$ cat config.mk
export PLATFORM = sky130hd
export DESIGN_NAME = mul_scheduler
export DESIGN_NICKNAME = d
export VERILOG_FILES = /design/src/rtl/mul_scheduler.sv
export SDC_FILE = /design/constraint.sdc
export NUM_CORES = 1
export LEC_CHECK = 0
export ABC_AREA = 1
export ABC_CLOCK_PERIOD_IN_PS = 2800
export CELL_PAD_IN_SITES_DETAIL_PLACEMENT = 1
export CELL_PAD_IN_SITES_GLOBAL_PLACEMENT = 2
export CORE_MARGIN = 2
export CORE_UTILIZATION = 31
export CTS_CLUSTER_DIAMETER = 200
export DETAILED_ROUTE_END_ITERATION = 8
export GPL_ROUTABILITY_DRIVEN = 0
export PLACE_DENSITY_LB_ADDON = 0.1
export SLEW_MARGIN = 5
export SYNTH_ARGS = -nofsm -noshare
export SYNTH_HDL_FRONTEND = slang
export SYNTH_SLANG_ARGS = --single-unit
$ cat constraint.sdc
create_clock -name clk -period 2.8 [get_ports clk]
set_input_delay 0.42 -clock clk [delete_from_list [all_inputs] [get_ports clk]]
set_output_delay 0.42 -clock clk [all_outputs]
set_load 0.01 [all_outputs]
$ cat src/rtl/mul_scheduler.sv
// Two-requester front end for one shared iterative shift-add multiplier.
// Requests are arbitrated round-robin, and one multiplier bit is consumed per BUSY cycle.
module mul_scheduler #(
    parameter int WIDTH = 16
) (
    input  logic               clk,
    input  logic               reset,
    input  logic               req0_valid,
    input  logic [WIDTH-1:0]   req0_a,
    input  logic [WIDTH-1:0]   req0_b,
    output logic               req0_ready,
    input  logic               req1_valid,
    input  logic [WIDTH-1:0]   req1_a,
    input  logic [WIDTH-1:0]   req1_b,
    output logic               req1_ready,
    output logic               res_valid,
    output logic               res_id,
    output logic [2*WIDTH-1:0] res,
    input  logic               res_ready
);

    localparam int CNT_W = (WIDTH > 1) ? $clog2(WIDTH) : 1;
    localparam logic [CNT_W-1:0] CNT_LAST = CNT_W'(WIDTH - 1);

    typedef enum logic [1:0] {
        IDLE = 2'd0,
        BUSY = 2'd1,
        DONE = 2'd2
    } state_t;

    state_t               state_q, state_d;
    logic                 ptr_q, ptr_d;
    logic                 id_q, id_d;
    logic                 res_id_q, res_id_d;
    logic [2*WIDTH-1:0]   a_q, a_d;
    logic [WIDTH-1:0]     b_q, b_d;
    logic [2*WIDTH-1:0]   acc_q, acc_d;
    logic [2*WIDTH-1:0]   res_q, res_d;
    logic [CNT_W-1:0]     cnt_q, cnt_d;
    logic                 gnt0, gnt1;
    logic [2*WIDTH-1:0]   sum;

    // Partial-product step: the multiplier is shifted right, so bit 0 is always the current bit.
    assign sum = acc_q + (b_q[0] ? a_q : '0);

    always_comb begin
        state_d  = state_q;
        ptr_d    = ptr_q;
        id_d     = id_q;
        res_id_d = res_id_q;
        a_d      = a_q;
        b_d      = b_q;
        acc_d    = acc_q;
        res_d    = res_q;
        cnt_d    = cnt_q;
        gnt0     = 1'b0;
        gnt1     = 1'b0;

        unique case (state_q)
            IDLE: begin
                // Ready is suppressed while reset is held so no output shows activity then.
                gnt0 = reset && req0_valid && (!req1_valid || !ptr_q);
                gnt1 = reset && req1_valid && (!req0_valid ||  ptr_q);
                if (gnt0 || gnt1) begin
                    state_d = BUSY;
                    a_d     = {{WIDTH{1'b0}}, (gnt1 ? req1_a : req0_a)};
                    b_d     = gnt1 ? req1_b : req0_b;
                    id_d    = gnt1;
                    ptr_d   = gnt0;
                    acc_d   = '0;
                    cnt_d   = '0;
                end
            end
            BUSY: begin
                acc_d = sum;
                a_d   = a_q << 1;
                b_d   = b_q >> 1;
                cnt_d = cnt_q + 1'b1;
                if (cnt_q == CNT_LAST) begin
                    state_d  = DONE;
                    res_d    = sum;
                    res_id_d = id_q;
                end
            end
            DONE: begin
                if (res_ready) begin
                    state_d = IDLE;
                end
            end
            default: begin
                state_d = IDLE;
            end
        endcase
    end

    always_ff @(posedge clk or negedge reset) begin
        if (!reset) begin
            state_q  <= IDLE;
            ptr_q    <= 1'b0;
            id_q     <= 1'b0;
            res_id_q <= 1'b0;
            a_q      <= '0;
            b_q      <= '0;
            acc_q    <= '0;
            res_q    <= '0;
            cnt_q    <= '0;
        end else begin
            state_q  <= state_d;
            ptr_q    <= ptr_d;
            id_q     <= id_d;
            res_id_q <= res_id_d;
            a_q      <= a_d;
            b_q      <= b_d;
            acc_q    <= acc_d;
            res_q    <= res_d;
            cnt_q    <= cnt_d;
        end
    end

    assign req0_ready = gnt0;
    assign req1_ready = gnt1;
    assign res_valid  = (state_q == DONE);
    assign res_id     = res_id_q;
    assign res        = res_q;

endmodule

==> impl_metrics.yaml <==
finish:
  fin_nets: 1318
  final_cells: 1559
  fillers: 3173
  drive_gt1_frac: 0.0553
  final_cell_mix: "nand2_1 (411), inv_1 (187), dfrtp_1 (121)"
  num_antenna_cells: 0
  syn2layout_area_growth_pct: 25.6
  final_core_util: 0.393
  final_common_cell: "nand2_1"
sta:
  tns_ps: 0
  fmax_mhz: 399
  slew_headroom: 0.468
  tightest_slew_ps: 797
  hold_violations: 0
  min_period_ps: 2510
  setup_viol: 0
  grt_setup_unrepaired: "false"
  clock-skew-final_ps: 13.9
  drv_slew: 0
  finalCritPeriodShare: 0.895
clock_tree:
  cts.sinks: 121
  clock_latency_ps: 430
  cts_tree: "yes"
  htree_levels: 4
  clock-root-buffer: "clkbuf_16"
  cts_made_buffers: 17
  post-cts-setup-buffer-count: 0
  cts_max_path_buffers: 2
  path_clk_slew_ps: 60
status:
  status: "complete, no violations"
run:
  drv_cap: 0
critical_path:
  start_kind: "flip-flop"
  r2r_setup_slack_ps: 290
  r2r_cells: 13
  end_kind: "flip-flop"
  r2r-end: "res[20]$_DFFE_PN0P_"
  cp.required_ps: 3110
  rr_startpoint: "b_q[0]$_DFFE_PN0P_"
  cp.arrival_ps: 2820
  startpoint: "b_q[0]$_DFFE_PN0P_"
  worst-path-max-fanout: 14
  worstSetupPathType: "flip-flop to flip-flop"
die:
  rows: 58
  die_h_um: 163
  core_area_um2: 25000
  die-area_um2: 26500
  initial_core_util: 0.313
  io_pins: 105
  die_width_um: 163
place:
  portBuffers: 104
  dp_hpwl_mm: 18.3
  dp.cells: 1526
yosys:
  seq_area_frac_synth: 0.388
  synthFlopType: "dfrtp_1"
  async_flop_share: 1.00
  synth_edf_count: 0
  ys_ff_latch: 121
  ys_warn_count: 0
  synth_cell_types: 38
  synth_fp_nets: 1217
  synth_area_per_cell_um2: 7.00
  synth_cells: 1115
  synth.cell_area_um2: 7810
global_route:
  grt_pass1_wl_mm: 40.7
  gr-usage-all-layers: 0.198
  antenna_found_initial: 0
  grt_pass1_vias: 7533
  grt.overflow.total: 0
  grt_max_degree: 121
pwr:
  cellLeakagePower_uw: 0.00530
  power.density_nw_per_um2: 1180
  irDropWorstVdd_uv: 413
routing:
  drtIter0Drc: 406
  drcViolationCount: 0
  drt_first_pass_iters: 4
  antenna_left: 0
  viasPerCell: 4.61
  vias: 7186
  avgRoutedWirePerCell_um: 16.0
  wirelength_mm: 24.9
min_path:
  min_path_type: "input port to async pin"
==> cell usage after synthesis (2+ instances only) <==
library cell	number	area (µm²)
nor2_4	2	22.5
buf_4	2	15.0
buf_2	21	105
mux2i_1	4	40.0
o21ai_1	30	150
clkbuf_1	8	30.0
ha_1	32	400
o22ai_1	18	113
xor2_1	14	123
dfrtp_1	121	3030
buf_6	4	45.0
o21bai_1	3	22.5
mux2_2	8	90.1
nand4_1	4	25.0
a21oi_1	47	235
a22o_1	11	96.3
nand2_1	411	1540
inv_2	3	11.3
nor2_1	43	161
inv_1	187	702
buf_1	2	7.51
mux2_1	8	90.1
nor3_1	3	15.0
o21ai_0	48	240
nand3b_1	5	37.5
nor2_8	2	40.0
nand3_1	63	315
==> power by group <==
group          leakage, µW  total [µW]  switching [µW]  internal, µW
clock             0.000283        2280             948          1330
sequential         0.00152        3100             520          2580
combinational      0.00350        6240            3910          2330
==> cell families after synthesis <==
| group | after synthesis | synth area share |
|---|---|---|
| compound gates | 160 | 0.113 |
| buf+inv | 229 | 0.119 |
| fa+ha+maj | 33 | 0.0538 |
| simple gates | 537 | 0.281 |
| xor+xnor | 15 | 0.0168 |
| flops | 121 | 0.388 |
| mux | 20 | 0.0282 |
==> registers in the layout, summed over array words and instances (netlist names) <==
name and count:
res 32, acc_q 32, state_q 2, ptr_q 1, b_q 16, id_q 1
cnt_q 4, res_id 1, a_q 32
==> critical path, cell delays in order (launching register included) <==
cell,delay (ps)
dfrtp_1,410
buf_12,160
nand2_1,60
inv_1,40
ha_1,260
fa_2,410
nand3_1,90
nand3_1,140
nand3_1,110
nand3_1,190
nand3_1,190
nand3_1,120
nand3_1,150
nand2_1,60
==> routing by layer <==
layer,track usage,routed length (µm),vias up
met5,0,0,-
met4,0.0386,166,0
met3,0.0346,925,14
met2,0.316,11100,110
met1,0.283,12700,3371
li1,-,-,3691
==> stage by stage <==
step                total power [µW]  setup slack, ps  area (µm²)  hold WS, ps
finish                         11600              294        9810          387
global placement                9340              232        9200          236
global route                   12800             82.4        9810          384
CTS                            11800              226        9800          369
detailed placement              9450              243        9200          234
floorplan                       7280              752        7810          124
==> layout make-up <==
cell class              count  area, µm²  share of cell area
clock buffers              17        425              0.0434
clock inverters            15        165              0.0168
inverters                 192        728              0.0743
multi-input cells         765       3850               0.393
flip-flops and latches    121       3030               0.309
well taps                 330        413              0.0421
repair buffers            119       1190               0.122
==> worst max-delay path by stage <==
stage,end,slack (ps),cells past startpoint
after detailed placement,res[20]$_DFFE_PN0P_,240,13
after global placement,res[20]$_DFFE_PN0P_,230,13
after floorplan,acc_q[31]$_DFFE_PN0P_,750,15
after CTS,res[20]$_DFFE_PN0P_,230,13
final,res[20]$_DFFE_PN0P_,290,13
after global routing,acc_q[29]$_DFFE_PN0P_,80,12
==> repair_timing <==
action                                  4_1_cts  5_1_grt
hold buffers                                  1        0
hold endpoints to repair                      1        0
gates resized for setup                       0        1
endpoints found under the setup margin        0        1
No activity file was read; power rests on OpenSTA's default activity.
